### config.mk
export PLATFORM = sky130hd
export DESIGN_NAME = db_arbiter
export DESIGN_NICKNAME = d
export VERILOG_FILES = /design/src/rtl/db_arbiter.sv
export SDC_FILE = /design/constraint.sdc
export NUM_CORES = 1
export LEC_CHECK = 0
export CAP_MARGIN = 20
export CELL_PAD_IN_SITES_DETAIL_PLACEMENT = 0
export CELL_PAD_IN_SITES_GLOBAL_PLACEMENT = 1
export CORE_UTILIZATION = 31
export CTS_CLUSTER_DIAMETER = 80
export CTS_CLUSTER_SIZE = 20
export DETAILED_ROUTE_END_ITERATION = 12
export GPL_ROUTABILITY_DRIVEN = 0
export PLACE_DENSITY = 0.84
export SLEW_MARGIN = 40
export SYNTH_ARGS = -nofsm -noshare
export SYNTH_HDL_FRONTEND = slang
export SYNTH_SLANG_ARGS = --single-unit
### constraint.sdc
create_clock -name clk -period 2.8 [get_ports clk]
set_input_delay 0.42 -clock clk [delete_from_list [all_inputs] [get_ports clk]]
set_output_delay 0.42 -clock clk [all_outputs]
set_load 0.01 [all_outputs]
### src/rtl/db_arbiter.sv
// rtl/db_arbiter.sv - round-robin arbiter sharing the CPU data-break channel between DMA engines
// Optional BREQ watchdog enabled by defining DB_TIMEOUT_EN.
module db_arbiter #(
    parameter int         NREQ       = 2,
    parameter logic [4:0] DB1_CODE   = 5'd0,
    parameter int         DB_TIMEOUT = 1023
) (
    input  logic               clk,
    input  logic               reset,
    input  logic               clear,
    input  logic [4:0]         state,
    input  logic [NREQ-1:0]    req,
    input  logic [NREQ-1:0]    req_wr,
    input  logic [NREQ*15-1:0] req_addr,
    input  logic [NREQ*12-1:0] req_wdata,
    output logic [NREQ-1:0]    done,
    output logic [NREQ-1:0]    err,
    output logic [11:0]        rd_data,
    output logic               data_break,
    output logic               to_disk,
    output logic [14:0]        dmaAddr,
    output logic [11:0]        dmaDOUT,
    input  logic [11:0]        dmaDIN,
    output logic               busy
);
    localparam int IW = (NREQ > 1) ? $clog2(NREQ) : 1;

    typedef enum logic [1:0] {S_IDLE, S_BREQ, S_CAPT, S_FIN} fsm_t;

    fsm_t          fsm;
    logic [IW-1:0] rr;
    logic [IW-1:0] w;
    logic [IW-1:0] win;
    logic          win_vld;
    logic [14:0]   addr_a [NREQ];
    logic [11:0]   wdata_a [NREQ];

    for (genvar g = 0; g < NREQ; g++) begin : g_unpack
        assign addr_a[g]  = req_addr[g*15 +: 15];
        assign wdata_a[g] = req_wdata[g*12 +: 12];
    end

    // First set request scanning upward from rr, wrapping modulo NREQ.
    always_comb begin
        int j;
        j       = 0;
        win     = rr;
        win_vld = 1'b0;
        for (int i = 0; i < NREQ; i++) begin
            j = int'(rr) + i;
            if (j >= NREQ) j = j - NREQ;
            if (!win_vld && req[IW'(j)]) begin
                win     = IW'(j);
                win_vld = 1'b1;
            end
        end
    end

    function automatic logic [IW-1:0] next_idx(input logic [IW-1:0] x);
        return (int'(x) == NREQ - 1) ? '0 : x + 1'b1;
    endfunction

    assign busy = (fsm != S_IDLE);

`ifdef DB_TIMEOUT_EN
    localparam int TW = ($clog2(DB_TIMEOUT + 1) > 10) ? $clog2(DB_TIMEOUT + 1) : 10;
    logic [TW-1:0]   tmo_cnt;
    logic [NREQ-1:0] err_q;
    assign err = err_q;
`else
    assign err = '0;
`endif

    always_ff @(posedge clk or posedge reset) begin
        if (reset) begin
            fsm        <= S_IDLE;
            rr         <= '0;
            w          <= '0;
            done       <= '0;
            rd_data    <= '0;
            data_break <= 1'b0;
            to_disk    <= 1'b0;
            dmaAddr    <= '0;
            dmaDOUT    <= '0;
`ifdef DB_TIMEOUT_EN
            err_q      <= '0;
            tmo_cnt    <= '0;
`endif
        end else if (clear) begin
            // Abort keeps rr and the latched data path registers.
            fsm        <= S_IDLE;
            data_break <= 1'b0;
            to_disk    <= 1'b0;
            done       <= '0;
`ifdef DB_TIMEOUT_EN
            err_q      <= '0;
`endif
        end else begin
            done <= '0;
`ifdef DB_TIMEOUT_EN
            err_q <= '0;
`endif
            case (fsm)
                S_IDLE: begin
                    if (win_vld) begin
                        w          <= win;
                        dmaAddr    <= addr_a[win];
                        dmaDOUT    <= wdata_a[win];
                        to_disk    <= ~req_wr[win];
                        data_break <= 1'b1;
`ifdef DB_TIMEOUT_EN
                        tmo_cnt    <= '0;
`endif
                        fsm        <= S_BREQ;
                    end
                end
                S_BREQ: begin
                    if (state == DB1_CODE) begin
                        data_break <= 1'b0;
                        fsm        <= S_CAPT;
                    end
`ifdef DB_TIMEOUT_EN
                    else if (tmo_cnt == TW'(DB_TIMEOUT - 1)) begin
                        data_break <= 1'b0;
                        to_disk    <= 1'b0;
                        err_q      <= NREQ'(1) << w;
                        rr         <= next_idx(w);
                        fsm        <= S_IDLE;
                    end else begin
                        tmo_cnt <= tmo_cnt + 1'b1;
                    end
`endif
                end
                S_CAPT: begin
                    rd_data <= dmaDIN;
                    done    <= NREQ'(1) << w;
                    fsm     <= S_FIN;
                end
                S_FIN: begin
                    rr      <= next_idx(w);
                    to_disk <= 1'b0;
                    fsm     <= S_IDLE;
                end
                default: fsm <= S_IDLE;
            endcase
        end
    end
endmodule

; ---- After elaboration in Yosys (flattened, before gate mapping)
; Index checks and enable logic that the tools add are counted.
[word_totals]
reg_bits = 47
[classes]
add_sub_neg = 4
n_lt_le_gt_ge = 6
n_eq_ne = 5
shifts = 1
muxes = 32
bitwise_logic = 3
reduce_logical = 13
[op_table]
columns = cell, n
row1 = 15-bit two-way mux, 3
row2 = 12-bit two-way mux, 3
row3 = 1-bit two-way mux, 18
row4 = 2-bit two-way mux, 5
row5 = 2-bit case mux with 4 select lines, 1
row6 = 2-bit AND reduction, 4
row7 = 1-bit by 3-bit < comparator with 1-bit output (second input constant), 2
row8 = 3-bit inequality test (second input constant), 2
row9 = 3-bit AND reduction, 2
row10 = 3-bit nonzero test, 2
row11 = 5-bit logical NOT, 1
row12 = 2-bit equality test (second input constant), 2
row13 = 2-bit >= comparator (second input constant), 2
row14 = 1-bit case mux with 2 select lines, 2
row15 = 1-bit by 1-bit adder with 2-bit output (second input constant), 1
row16 = 2-bit by 1-bit equality test with 1-bit output (second input constant), 1
row17 = 1-bit by 2-bit >= comparator with 1-bit output (second input constant), 1
row18 = 2-bit logical NOT, 1
row19 = 1-bit by 2-bit < comparator with 1-bit output (second input constant), 1
row20 = 1-bit inverter, 2
row21 = 1-bit inverter with 2-bit output, 1
row22 = 2-bit nonzero test, 1
row23 = 1-bit by 1-bit << shifter with 2-bit output (first input constant), 1
row24 = 1-bit subtractor (second input constant), 2
row25 = 3 further kinds, 3

; ---- Depth between registers and ports, before layout
; Gate-level depths: netlist (run 1).
[depth]
word_depth = 15
ltp_mapped = 6
ltp_nobuf = 6

; ---- Worst setup path after synthesis (run 1)
; Ideal clock, no wire load.
[synth_path]
path_kind = reg2reg
start = reg fsm[0]
end = reg fsm[0]
setup_time_ns = 0.125
t_arrival_ns = 1.314
required_ns = 2.675
path_slack_ns = 1.361
path_stages_with_launch = 7
n_path_buf = 0
cell_sequence = dfrtp_1 -> inv_1 -> ha_1 -> inv_2 -> nor2_2 -> a21oi_2 -> mux2_4
[synth_between]
elab_chain_cells = 3
word_cells_on_any_way = 9
classes_between = 5 x eq/ne / 2 x mux / 2 x reduce/logical
[synth_rtl]
columns = item, line_no
row1 = "start, declared", 30  ; fsm_t fsm;
row2 = "start signal, assigned", 76  ; fsm <= S_IDLE;
row3 = "start signal, assigned", 91  ; fsm <= S_IDLE;
row4 = "start signal, assigned", 114  ; fsm <= S_BREQ;
row5 = "2-bit equality test, or another cell as far along", 103  ; case (fsm)
row6 = 2-bit case mux with 4 select lines / 3-bit inequality test (equally long branches), --
row7 = 2-bit two-way mux / 2-bit AND reduction (equally long branches), --
; Several ways; a longest one is shown, not always the timed one.
; A chain may end at the register's enable or synchronous reset.

; ---- Final worst setup path (run 1)
[layout_path]
start = reg fsm[0]
end = out busy
[layout_between]
elab_chain_cells = 1
[layout_rtl]
columns = item, line_no
row1 = 2-bit nonzero test, 63  ; assign busy = (fsm != S_IDLE);
row2 = "end, declared", 24  ; output logic busy
; No other way between the ends.

==> results of run 1 <==
per-layer routing:
metal / track usage [%] / share of wire [%] / vias to the layer above
met5: 0 / 0 / -
li1: - / - / 884
met1: 17.26 / 44 / 815
met3: 2.857 / 6.6 / 4
met4: 5.909 / 1.1 / 0
met2: 24.12 / 48 / 68
path summary, 6_finish.rpt:
path | start | end | slack, ns | depth (start not counted)
worst max-delay path | fsm[0] | busy | 0.65 | 4
min in group clk | w | done[0] | 0.47 | 1
worst min-delay path | reset | done[1] | 0.47 | 2
worst max register to register | fsm[0] | dmaDOUT[9] | 1.00 | 6
worst min register to register | w | done[0] | 0.47 | 1
max in group asynchronous | reset | dmaDOUT[10] | 1.75 | 3
critical path: cells and delay by family (launching register included):
kind                     cells  cell delay [ns]
adder cells (fa/ha/maj)      1             0.30
buffers and inverters        3             0.73
flip-flops                   1             0.41
registers in the layout, indices dropped and copies added (netlist names):
name,cells
dmaAddr,15
dmaDOUT,12
done,2
to_disk,1
w,1
fsm,2
data_break,1
rr,1
rd_data,12
cells by family after synthesis:
logic type / count (synthesis)
AO/OA/AOI/OAI: 33
flip-flops: 47
adder cells (fa/ha/maj): 4
multiplexers: 43
AND/OR/NAND/NOR: 46
other: 1
buffers and inverters: 18
power by group through the flow:
stage | registers (mW) | logic (mW) | clock network [mW]
3_5_place_dp | 1.27 | 1.60 | 0
5_1_grt | 1.31 | 1.72 | 0.473
6_report | 1.26 | 1.58 | 0.431
3_3_place_gp | 1.26 | 1.57 | 0
2_1_floorplan | 1.29 | 0.776 | 0
4_1_cts | 1.26 | 1.61 | 0.456
stage by stage:
stage	hold slack [ns]	setup slack (ns)	util, %	std cells
after floorplan	0.4289	1.264	-	193
after global placement	0.4535	0.7517	50.60	399
after detailed placement	0.4633	0.7088	50.60	399
after CTS	0.4748	0.6367	52.06	407
after global routing	0.4979	0.5614	52.09	407
final	0.4656	0.6524	52.09	407
final cells by class:
| type | count | area, sq um |
|---|---|---|
| fill | 632 | 3291 |
| timing repair buffer | 124 | 1231 |
| tap | 96 | 120.1 |
| sequential | 47 | 1180 |
| clock buffer | 8 | 100.1 |
| inverter | 4 | 15.01 |
| multi-input combinational | 128 | 932.1 |
cells in the final DEF, fill, tap and decap left out, types with 2 or more instances in the layout:
cell,synthesis,final
clkbuf_8,0,7
nor2_1,6,6
buf_4,2,4
ha_1,4,4
nand2b_1,3,3
inv_2,1,2
a21oi_1,2,2
inv_1,3,2
mux2i_1,29,29
dfrtp_1,47,46
clkdlybuf4s50_1,0,120
mux2_2,4,4
o21ai_1,24,24
conb_1,1,2
o21ai_0,5,5
nand2_1,29,29
mux2_4,9,9
==> impl_metrics.ini, run 1 <==
[status]
status = finished clean

[detailed_routing]
firstDrtPassIters = 4
ant_nets = 0
routed_wl_um = 5125
vias_per_cell = 4.351
wl_per_cell_um = 12.59
drcViolationCount = 0
drt_iter0_markers = 37
vias = 1771

[synth]
syn_avg_cell_area_sq_um = 11.61
synth_enable_flop_cells = 0
synthTopCellsByCount = dfrtp_1, mux2i_1, nand2_1, o21ai_1, mux2_4
synth_ff_type = dfrtp_1
synthAdderAreaFrac_pct = 2.246
synth_area_sq_mm = 0.002228
synth-compound-area-share_pct = 7.692
synth_largest_area_cell = dfrtp_1
syn-instance-count = 192
synthSimpleGateAreaFrac_pct = 9.938
ys_types = 29
yosys_warnings = 0
yosysTopAreaCellShare_pct = 52.78
synth_top_family_by_area = multiplexers
synth_area_leaders = dfrtp_1, mux2i_1, mux2_4
ys_seq_area_share_pct = 52.78
yosysMostFrequentCell = dfrtp_1
ys_seq_elements = 47
synthMuxAreaShare_pct = 21.62
ys_async_sr_fraction_pct = 100.0
synth_xor_area_share_pct = 0

[power]
swShare_pct = 32.97
p_comb_share_pct = 48.3
clkPwrFrac_pct = 13.2
p_int_mw = 2.191
power.leakage_nw = 1.542
fin_total_pwr_mw = 3.269
switchingPower_mw = 1.078
p_per_area_mw_per_mm2 = 913.5
p_seq_share_pct = 38.5
ir_worst_vdd_mv = 0.3991

[cts]
cts_buffer_depth = 2
h-tree-depth = 2
cts_tree = built
postCtsSetupBuffers = 0
cts_buffers = 5
insertion_delay_ns = 0.29
clockRootBuffer = clkbuf_8
numClockSinks = 47
cts_resized = 0
cts.clk_slew.worst_paths_ns = 0.08
cts-hold-fix-buffers = 0

[critical_path]
path_max_fanout = 5
critPathMaxStageDelay_ns = 0.54
worst_setup_path_end_kind = output pin
path_cells = inv_1, ha_1, inv_2, clkdlybuf4s50_1
cp-start-kind = flip-flop
cp.required_ns = 2.38
path_class = reg2out
crit_arrival_ns = 1.73
crit_slowest_cell = clkdlybuf4s50_1

[floorplanning]
die_w_um = 86.79
initial_core_util_pct = 32.44
die_h_um = 86.79
ios = 124
dieArea_sq_mm = 0.007532
coreArea_sq_mm = 0.006869
fp-row-count = 30

[global_routing]
grt_pass1_vias = 1805
grt_pass1_wl_um = 8293
overflow = 0
grt_antenna_before_repair = 0
grt_max_degree = 32
grt_usage_pct = 14.10

[placement]
postPlaceCellArea_sq_mm = 0.003476
dp_hpwl_um = 3942
port_buffers = 120

[sta]
setup_viol = 0
fmax_ghz = 0.4656
fin_worst_skew_ns = 0.006517
fin_crit_ns = 2.148
max_slew.worst_pin.slew_ns = 0.5106
max_slew_margin_pct = 65.96
rsz0062_at_grt = false
setup_tns_ns = 0
fin_crit_sh_pct = 76.70
drv_slew = 0
final_hold_viol_count = 0

[layout]
area.growth.synth_to_final_pct = 60.58
final_area_sq_mm = 0.003578
antenna_cells = 0
drive_gt1_share_pct = 10.29
nets = 392

[job]
cap_violations = 0

[hold_path]
hold_path_class = in2async
Note: power is estimated with default switching activity, not from simulation.
==> inputs of run 2 (changes only) <==
Settings changed: CORE_UTILIZATION 31 to 28, PLACE_DENSITY 0.84 to 0.77.
Clock period 2.8 ns to 2.1 ns, I/O delays scaled along.
==> impl_metrics.ini, run 2 (synthesis gave the netlist of run 1 again) <==
[status]
status = finished clean

[floorplanning]
ios = 124
die_h_um = 91.21
fp-row-count = 32
dieArea_sq_mm = 0.008319
initial_core_util_pct = 28.84
die_w_um = 91.21
coreArea_sq_mm = 0.007727

[detailed_routing]
drcViolationCount = 0
wl_met2_um = 2494
drt_iter0_markers = 27
vias = 1764
top_layer = met4
ant_nets = 0
vias_per_cell = 4.271
firstDrtPassIters = 4
routed_wl_um = 5083
wl_met3_um = 369
wl_per_cell_um = 12.31
met1Wirelength_um = 2152

[sta]
fin_crit_sh_pct = 93.36
drv_slew = 0
setup_tns_ns = 0
final_hold_viol_count = 0
max_slew.worst_pin.slew_ns = 0.5014
rsz0062_at_grt = false
max_slew_margin_pct = 66.57
fin_crit_ns = 1.961
fmax_ghz = 0.5101
setup_viol = 0
fin_worst_skew_ns = 0.004389

[layout]
final_cells = 413
largest_reg_flops = 15
final_area_sq_mm = 0.003650
nets = 392
fillers = 724
largestRegisters = dmaAddr: 15 flops, dmaDOUT: 12 flops, rd_data: 12 flops
drive_gt1_share_pct = 10.93
final_cell_mix = clkdlybuf4s50_1, dfrtp_1, mux2i_1, nand2_1, o21ai_1
antenna_cells = 0
area.growth.synth_to_final_pct = 63.78
top_register = dmaAddr
layout_commonest_cell = clkdlybuf4s50_1

[critical_path]
path_class = reg2out
worst_setup_path_end_kind = output pin
cp.required_ns = 1.78
path_cells = inv_1, ha_2, inv_2, clkdlybuf4s50_1
crit_arrival_ns = 1.65
crit_slowest_cell = clkdlybuf4s50_1
path_max_fanout = 5
cp-start-kind = flip-flop
critPathMaxStageDelay_ns = 0.53

[cts]
cts_tree = built
cts.clk_slew.worst_paths_ns = 0.09
postCtsSetupBuffers = 0
cts_buffers = 5
clockRootBuffer = clkbuf_8
cts-hold-fix-buffers = 0
insertion_delay_ns = 0.30
numClockSinks = 47
h-tree-depth = 2
cts_buffer_depth = 2
cts_resized = 0

[global_routing]
grt_antenna_before_repair = 0
grt_max_degree = 32
grt_pass1_wl_um = 8549
grt_pass1_vias = 1766
overflow = 0
grt_usage_pct = 13.01

[placement]
dp_hpwl_um = 3878
placed_cells = 405
port_buffers = 120
postPlaceCellArea_sq_mm = 0.003508

[power]
p_per_area_mw_per_mm2 = 1255
power.leakage_nw = 1.560
ir_worst_vdd_mv = 0.4695

[hold_path]
hold_path_class = in2async

[job]
cap_violations = 0
-- run 2: changes by cell type in the layout (fill, tap and decap cells not counted) --
cell and delta:
clkbuf_8 -2, buf_12 +2, buf_4 -2, clkbuf_1 -1, bufinv_16 +2, ha_2 +1, ha_1 -1, clkinvlp_4 +1
-- run 2: where the power goes --
| group | switching [mW] | leakage [nW] | internal, mW |
|---|---|---|---|
| Clock | 0.311 | 0.0644 | 0.475 |
| Combinational | 0.797 | 0.910 | 1.32 |
| Sequential | 0.356 | 0.586 | 1.32 |
| Total | 1.46 | 1.56 | 3.12 |
-- run 2: worst paths after layout --
kind / start / endpoint / slack (ns) / cells after the start
min: reset / rd_data[6] / 0.31 / 2
max reg2reg: fsm[0] / fsm[0] / 0.61 / 6
min reg2reg: w / done[0] / 0.46 / 1
max in group asynchronous: reset / rr / 1.27 / 3
min in group clk: w / done[0] / 0.46 / 1
max: fsm[0] / busy / 0.14 / 4
-- run 2: stage by stage --
step | power (mW) | utilization (%) | hold WS [ns] | setup slack, ns
CTS | 4.660 | 47.17 | 0.3214 | 0.02779
floorplan | 2.754 | - | 0.4289 | 0.6607
global route | 4.906 | 47.23 | 0.3411 | 0.04825
global placement | 3.809 | 45.40 | 0.4568 | 0.3721
detailed placement | 3.858 | 45.40 | 0.4634 | 0.3495
finish | 4.580 | 47.23 | 0.3087 | 0.1394
-- run 2: routing by layer --
| metal | up-vias | track usage (%) |
|---|---|---|
| li1 | 879 | - |
| met1 | 816 | 15.54 |
| met2 | 63 | 22.35 |
| met3 | 6 | 3.769 |
| met4 | 0 | 4.365 |
| met5 | - | 0 |
-- run 2: critical path: cells and delay by family, from the launching register on --
family | cells | cell delay (ns)
fa+ha+maj | 1 | 0.24
buf+inv | 3 | 0.70
flops | 1 | 0.41
-- run 2: layout make-up --
cell class / count / area [sq um] / area share [%]
timing repair buffer: 124 / 1256 / 34.42
sequential: 47 / 1180 / 32.33
multi-input combinational: 128 / 934.6 / 25.61
tap: 102 / 127.6 / 3.497
clock buffer: 5 / 68.82 / 1.885
clock inverter: 3 / 67.56 / 1.851
inverter: 4 / 15.01 / 0.4114
